==> src/rtl/rm_c5_report_collector_if.sv <==
// Head-of-queue record handshake between the report collector and the host monitor.
interface rm_c5_report_collector_if #(
    parameter int unsigned NUM_REPORTS = 36,
    parameter int unsigned CNT_W       = 32
);
    logic                   rec_valid;
    logic                   rec_ready;
    logic [CNT_W-1:0]       rec_cycle;
    logic [NUM_REPORTS-1:0] rec_reports;

    modport master (output rec_valid, output rec_cycle, output rec_reports, input rec_ready);
    modport slave  (input rec_valid, input rec_cycle, input rec_reports, output rec_ready);
endinterface

==> src/rtl/rm_c5_report_collector.sv <==
// Timestamps non-zero cluster-5 report vectors and buffers them in a show-ahead FIFO.
// Pushes are never stalled; a push into a full FIFO without a pop is dropped and counted.
module rm_c5_report_collector #(
    parameter int unsigned NUM_REPORTS = 36,
    parameter int unsigned CNT_W       = 32,
    parameter int unsigned DEPTH       = 8
) (
    input  logic                       clk,
    input  logic                       reset,
    input  logic                       run,
    input  logic [NUM_REPORTS-1:0]     report_in,
    rm_c5_report_collector_if.master   rec,
    output logic [$clog2(DEPTH):0]     fifo_count,
    output logic                       overflow,
    output logic [15:0]                drop_count,
    output logic                       report_any
);
    localparam int unsigned AW = $clog2(DEPTH);
    localparam int unsigned PW = AW + 1;

    logic [PW-1:0]          wr_ptr;
    logic [PW-1:0]          rd_ptr;
    logic [CNT_W-1:0]       cyc;
    logic [CNT_W-1:0]       cyc_mem [DEPTH];
    logic [NUM_REPORTS-1:0] rep_mem [DEPTH];

    logic empty;
    logic full;
    logic push_req;
    logic pop;
    logic push;
    logic drop;

    assign empty    = (wr_ptr == rd_ptr);
    assign full     = (wr_ptr[AW] != rd_ptr[AW]) && (wr_ptr[AW-1:0] == rd_ptr[AW-1:0]);
    assign push_req = run && (|report_in);
    assign pop      = !empty && rec.rec_ready;
    // A pop on the same edge frees the head slot, so a full FIFO can still accept.
    assign push     = push_req && (!full || pop);
    assign drop     = push_req && full && !pop;

    assign fifo_count      = wr_ptr - rd_ptr;
    assign rec.rec_valid   = !empty;
    assign rec.rec_cycle   = empty ? '0 : cyc_mem[rd_ptr[AW-1:0]];
    assign rec.rec_reports = empty ? '0 : rep_mem[rd_ptr[AW-1:0]];

    always_ff @(posedge clk) begin
        if (reset) begin
            wr_ptr     <= '0;
            rd_ptr     <= '0;
            cyc        <= '0;
            overflow   <= 1'b0;
            drop_count <= '0;
            report_any <= 1'b0;
        end else begin
            if (push) begin
                wr_ptr <= wr_ptr + 1'b1;
            end
            if (pop) begin
                rd_ptr <= rd_ptr + 1'b1;
            end
            if (run) begin
                cyc        <= cyc + 1'b1;
                report_any <= |report_in;
            end
            if (drop) begin
                overflow <= 1'b1;
                if (drop_count != 16'hFFFF) begin
                    drop_count <= drop_count + 16'd1;
                end
            end
        end
    end

    // Storage needs no reset: the head outputs are masked while empty.
    always_ff @(posedge clk) begin
        if (!reset && push) begin
            cyc_mem[wr_ptr[AW-1:0]] <= cyc;
            rep_mem[wr_ptr[AW-1:0]] <= report_in;
        end
    end
endmodule
==> src/flat_wrapper.sv <==
// flat-port wrapper written by rule: the top's interface ports become plain ports
module rm_c5_report_collector_flat 
#(
    parameter int unsigned NUM_REPORTS = 36,
    parameter int unsigned CNT_W       = 32,
    parameter int unsigned DEPTH       = 8
)
  (clk, reset, run, report_in, fifo_count, overflow, drop_count, report_any, rec_rec_valid, rec_rec_cycle, rec_rec_reports, rec_rec_ready);
  rm_c5_report_collector_if #(.NUM_REPORTS(NUM_REPORTS), .CNT_W(CNT_W)) rec_i ();
  input  logic clk;
  input  logic reset;
  input  logic run;
  input  logic [NUM_REPORTS-1:0] report_in;
  output logic [$clog2(DEPTH):0] fifo_count;
  output logic overflow;
  output logic [15:0] drop_count;
  output logic report_any;
  output wire logic [$bits(rec_i.rec_valid)-1:0] rec_rec_valid;
  output wire logic [$bits(rec_i.rec_cycle)-1:0] rec_rec_cycle;
  output wire logic [$bits(rec_i.rec_reports)-1:0] rec_rec_reports;
  input wire logic [$bits(rec_i.rec_ready)-1:0] rec_rec_ready;
  assign rec_rec_valid = rec_i.rec_valid;
  assign rec_rec_cycle = rec_i.rec_cycle;
  assign rec_rec_reports = rec_i.rec_reports;
  assign rec_i.rec_ready = rec_rec_ready;
  rm_c5_report_collector #(.NUM_REPORTS(NUM_REPORTS), .CNT_W(CNT_W), .DEPTH(DEPTH)) u_core (.clk(clk), .reset(reset), .run(run), .report_in(report_in), .rec(rec_i), .fifo_count(fifo_count), .overflow(overflow), .drop_count(drop_count), .report_any(report_any));
endmodule
==> config.mk <==
export PLATFORM = sky130hd
export DESIGN_NAME = rm_c5_report_collector_flat
export DESIGN_NICKNAME = d
export VERILOG_FILES = /design/src/rtl/rm_c5_report_collector_if.sv /design/src/rtl/rm_c5_report_collector.sv /design/src/flat_wrapper.sv
export SDC_FILE = /design/constraint.sdc
export NUM_CORES = 1
export LEC_CHECK = 0
export BUFFER_PORTS_ARGS = -buffer_cell sky130_fd_sc_hd__buf_2
export CAP_MARGIN = 20
export CORE_MARGIN = 2
export CORE_UTILIZATION = 45
export DETAILED_ROUTE_END_ITERATION = 8
export PLACE_DENSITY = 0.58
export SETUP_SLACK_MARGIN = 0.15
export SYNTH_ARGS = -nofsm -noshare
export SYNTH_HDL_FRONTEND = slang
export SYNTH_SLANG_ARGS = --single-unit
==> constraint.sdc <==
create_clock -name clk -period 11.66 [get_ports clk]
set_input_delay 2.332 -clock clk [delete_from_list [all_inputs] [get_ports clk]]
set_output_delay 2.332 -clock clk [all_outputs]
set_load 0.02 [all_outputs]
* Yosys cells after proc, flatten, opt, wreduce, memory -nomap -nowiden
Memory sizes are Yosys's and may differ from the RTL's. A register that Yosys moved wholly into a read port is not among the register bits.
Index checks and enable logic that the tools add are counted.
** Operators by class
- Reduce and logical (&&, ||, !) cells :: 14
- Add/sub/neg operators :: 5
- Equal/unequal tests :: 4
- Muxes and demuxes :: 8
** Operators with widths (count)
- $mux 36 :: 1
- $reduce_or 36->1 :: 1
- $add 32x1->32 const B :: 1
- $mux 32 :: 1
- $add 16x1->16 const B :: 1
- $ne 16x16->1 const B :: 1
- $mux 3 :: 4
- $add 4x1->4 const B :: 2
- $logic_and 1x1->1 :: 7
- $eq 4x4->1 :: 1
- $logic_not 1->1 :: 4
- $sub 4x4->4 :: 1
- $eq 3x3->1 :: 1
- $mux 1 :: 2
- $reduce_and 2->1 :: 1
- $logic_or 1x1->1 :: 1
- $ne 1x1->1 :: 1
** Storage, ports and cells
- Word-level logic and storage cells :: 39
- Memory bits (writable) :: 544
- Memories :: 2
- Output and inout bits :: 91
- Input bits :: 40
- Flip-flop bits (word level) :: 58
** Memories
- u_core.rep_mem :: depth 8, width 36, read ports 1, clocked after Yosys merged registers in 1, write ports 1, RTL line rm_c5_report_collector.sv:25 : logic [NUM_REPORTS-1:0] rep_mem [DEPTH];
- u_core.cyc_mem :: depth 8, width 32, read ports 1, clocked after Yosys merged registers in 1, write ports 1, RTL line rm_c5_report_collector.sv:24 : logic [CNT_W-1:0] cyc_mem [DEPTH];

* Depth between registers and ports, before layout
- Word-level depth :: 8
- Mapped depth :: 8
- Gate-level depth less buffers :: 7

* Least setup slack after synthesis
No wires, ideal clock.
- Kind :: input to register
- From :: input run
- To :: memory u_core.cyc_mem[4][0], enable pin
- Slack :: 3.269 ns
- Stages on the path :: 6
- Arrival :: 7.814 ns
- Path buffers :: 3
- Data required time :: 11.083 ns
- Path through :: buf_2 -> o31ai_1 -> clkbuf_1 -> clkbuf_1 -> nand3b_1 -> nor3_1
** On the way
- Cells in the longest elaborated chain, start to end :: 5
** Ends and longest elaborated chain
- start, declared :: RTL line flat_wrapper.sv:12 : input logic run;
- $logic_and 1x1->1 :: RTL line rm_c5_report_collector.sv:36 : assign push_req = run && (|report_in);
- $logic_and 1x1->1 :: RTL line rm_c5_report_collector.sv:39 : assign push = push_req && (!full || pop);
- $logic_and 1x1->1 :: RTL line rm_c5_report_collector.sv:77 : if (!reset && push) begin
- $mux 1 :: RTL line rm_c5_report_collector.sv:77
- $mux 1 (implied by the code) :: RTL line rm_c5_report_collector.sv:78 : cyc_mem[wr_ptr[AW-1:0]] <= cyc;
- end, declared :: RTL line rm_c5_report_collector.sv:24
Every way passes these cells.

==> impl_metrics.env <==
export IMPL_num_fill_cells=4209
export IMPL_clk_root_buffer_cell="clkbuf_16"
export IMPL_wl_um=49910
export IMPL_min_from="u_core.report_any"
export IMPL_avgRoutedWirePerCell_um=23.68
export IMPL_holdBufCountCts=0
export IMPL_arrival_ns=3.94
export IMPL_cp_start_kind="flip-flop"
export IMPL_ctsResizeCount=0
export IMPL_timing_critical_path_mode_cell="buf_4"
export IMPL_hpwl_um=27890
export IMPL_synth_fa_ha_area_share_pct=0.4566
export IMPL_route_detailed_drc=0
export IMPL_timing_max_transition_violations_final=0
export IMPL_layout_common_cells="544 x edfxtp_1, 136 x mux4_2, 130 x buf_2, 102 x nor2_1, 70 x mux2i_1"
export IMPL_ys_flop_type="edfxtp_1"
export IMPL_worstPathRequired_ns=9.33
export IMPL_final_common_cell="edfxtp_1"
export IMPL_yosysWarnings=0
export IMPL_fp_dieH_um=232.8
export IMPL_cts_buffer_depth=3
export IMPL_final_seq_area_sq_um=17570
export IMPL_coreArea_sq_um=51510
export IMPL_drv_cap=0
export IMPL_grt_max_degree=70
export IMPL_synth_ff_latch_count=605
export IMPL_fin_skew_ns=0.01685
export IMPL_grt_usage_pct=18.92
export IMPL_nNetsFinal=1428
export IMPL_slowest_stage="buf_4"
export IMPL_numPortBuffers=130
export IMPL_path_max_fanout=61
export IMPL_syn_inst=1227
export IMPL_end_kind="output port"
export IMPL_powerDensity_nw_per_um2=179.2
export IMPL_setup_viol=0
export IMPL_drtIter0Drc=858
export IMPL_grt_first_pass_wirelength_um=76160
export IMPL_hold_class="reg -> reg"
export IMPL_synth_xor_area_share_pct=1.003
export IMPL_fin_tns_setup_ns=0
export IMPL_grt_pass1_vias=12530
export IMPL_ir_worst_vdd_uv=109.6
export IMPL_dieArea_sq_um=54220
export IMPL_fin_crit_ns=6.267
export IMPL_whs_ns=0.4801
export IMPL_post_synth_cell_area_avg_sq_um=19.21
export IMPL_globalplace_congestion=0.6907
export IMPL_numCtsBuffers=60
export IMPL_ys_seq_area_share_pct=74.50
export IMPL_multi_input_area_sq_um=5777
export IMPL_ant_nets=0
export IMPL_synthMuxAreaShare_pct=16.07
export IMPL_async_flop_share_pct=0
export IMPL_cts_tree="done"
export IMPL_r2r_start="u_core.wr_ptr[0]"
export IMPL_start_util_pct=45.75
export IMPL_max_stage_delay_ns=0.83
export IMPL_grt_overflow=0
export IMPL_syn_num_nets=1275
export IMPL_synth_cell_types=40
export IMPL_clk_latency_ns=0.61
export IMPL_slew_headroom_pct=28.78
export IMPL_num_antenna_cells=0
export IMPL_worst_slew_pin_slew_ns=1.068
export IMPL_criticalPathCategory="reg -> out"
export IMPL_antenna_found_initial=2
export IMPL_fmax_mhz=159.6
export IMPL_rows=83
export IMPL_viasPerCell=5.639
export IMPL_synth_top_family_by_area="multiplexers"
export IMPL_grt_setup_unrepaired="no"
export IMPL_synth_area_sq_um=23570
export IMPL_clock_sinks=605
export IMPL_status="finished, final reports clean"
export IMPL_cts_setup_buffers=0
export IMPL_io_pins=131
export IMPL_die_x_um=232.8
export IMPL_htree_num_levels=2
export IMPL_syn_to_final_growth_pct=14.26
export IMPL_finalHoldViolCount=0
export IMPL_synth_compound_area_share_pct=1.598
export IMPL_cts_clk_slew_worst_paths_ns=0.06
export IMPL_synth_simple_area_share_pct=5.092
export IMPL_drive_above_1_share_pct=26.96
export IMPL_power_leakage_nw=8.241
export IMPL_path_cells="buf_4, buf_4, mux4_2, mux2i_1, nor2_1, buf_2"
export IMPL_firstDrtPassIters=5
export IMPL_min_period_over_period_pct=53.75
export IMPL_vias=11886
export IMPL_synth_edf_count=544
-- worst max-delay path, delay by kind of cell, from the launching register on --
kind | cells | cell delay [ns]
AND/OR/NAND/NOR | 1 | 0.07
multiplexers | 2 | 0.78
flip-flops | 1 | 0.67
buffers and inverters | 3 | 1.69
-- path summary, 6_finish.rpt --
kind                           end  slack, ns  cells after the start
max reg2reg  u_core.rep_mem[2][11]       7.99                      7
min              u_core.report_any       0.48                      2
max               rec_rec_cycle[4]       5.39                      6
min reg2reg      u_core.report_any       0.48                      2
-- layout make-up --
class / count / area share [%]
Sequential cell: 605 / 65.24
Multi-Input combinational cell: 546 / 21.45
Clock buffer: 88 / 6.120
Tap cell: 680 / 3.160
Timing Repair Buffer: 152 / 3.030
Clock inverter: 22 / 0.7853
Inverter: 15 / 0.2091
-- per-layer routing --
| layer | vias up | global-route usage (%) | share of wire (%) |
|---|---|---|---|
| met2 | 247 | 31.55 | 50 |
| met1 | 6270 | 25.92 | 44 |
| met5 | - | 0 | 0.024 |
| met4 | 2 | 5.514 | 2.2 |
| met3 | 79 | 2.868 | 4.4 |
| li1 | 5288 | - | - |
-- state kept, by name, indices dropped and copies added (netlist names), named ones only --
name / flops
u_core.rd_ptr: 4
u_core.cyc_mem: 256
u_core.wr_ptr: 4
u_core.report_any: 1
u_core.rep_mem: 288
u_core.overflow: 1
u_core.cyc: 32
u_core.drop_count: 16
-- power breakdown --
group / internal, W / switching, W
registers: 0.00238 / 0.0000236
logic: 0.000238 / 0.000350
clock network: 0.00106 / 0.000776
-- logic make-up after synthesis --
| logic type | after synthesis |
|---|---|
| buffers and inverters | 76 |
| adders and majority gates | 8 |
| muxes | 208 |
| xor gates and xnor gates | 27 |
| and+or+nand+nor | 242 |
| DFF | 605 |
| AOI/OAI and AO/OA | 61 |
-- cells in the mapped netlist, types with 8 or more instances --
| master | n | area (sq um) |
|---|---|---|
| mux2i_1 | 70 | 700.7 |
| nand4_1 | 17 | 106.4 |
| xor2_1 | 17 | 148.9 |
| xnor2_1 | 10 | 87.58 |
| a21oi_1 | 27 | 135.1 |
| o31ai_1 | 16 | 120.1 |
| edfxtp_1 | 544 | 16340 |
| mux4_2 | 136 | 3063 |
| nor4_1 | 12 | 75.07 |
| or3_1 | 8 | 50.05 |
| nor2_1 | 108 | 405.4 |
| o21ai_0 | 10 | 50.05 |
| or4_1 | 16 | 120.1 |
| buf_2 | 14 | 70.07 |
| dfxtp_1 | 61 | 1221 |
| nor3_1 | 10 | 50.05 |
| clkbuf_1 | 40 | 150.1 |
| nand3_1 | 20 | 100.1 |
| inv_1 | 15 | 56.30 |
| nand2_1 | 26 | 97.59 |
-- stage by stage --
step / std cells / setup WS (ns) / utilization, % / power [W] / instance area, sq um
2_1_floorplan: 1227 / 3.269 / - / 0.002858 / 23570
3_3_place_gp: 1998 / 5.920 / 48.67 / 0.003050 / 25070
3_5_place_dp: 1998 / 5.886 / 48.67 / 0.003052 / 25070
4_1_cts: 2108 / 5.255 / 52.28 / 0.004889 / 26930
5_1_grt: 2108 / 5.118 / 52.28 / 0.005012 / 26930
6_report: 2108 / 5.393 / 52.28 / 0.004826 / 26930
(Power assumes the default switching activity.)
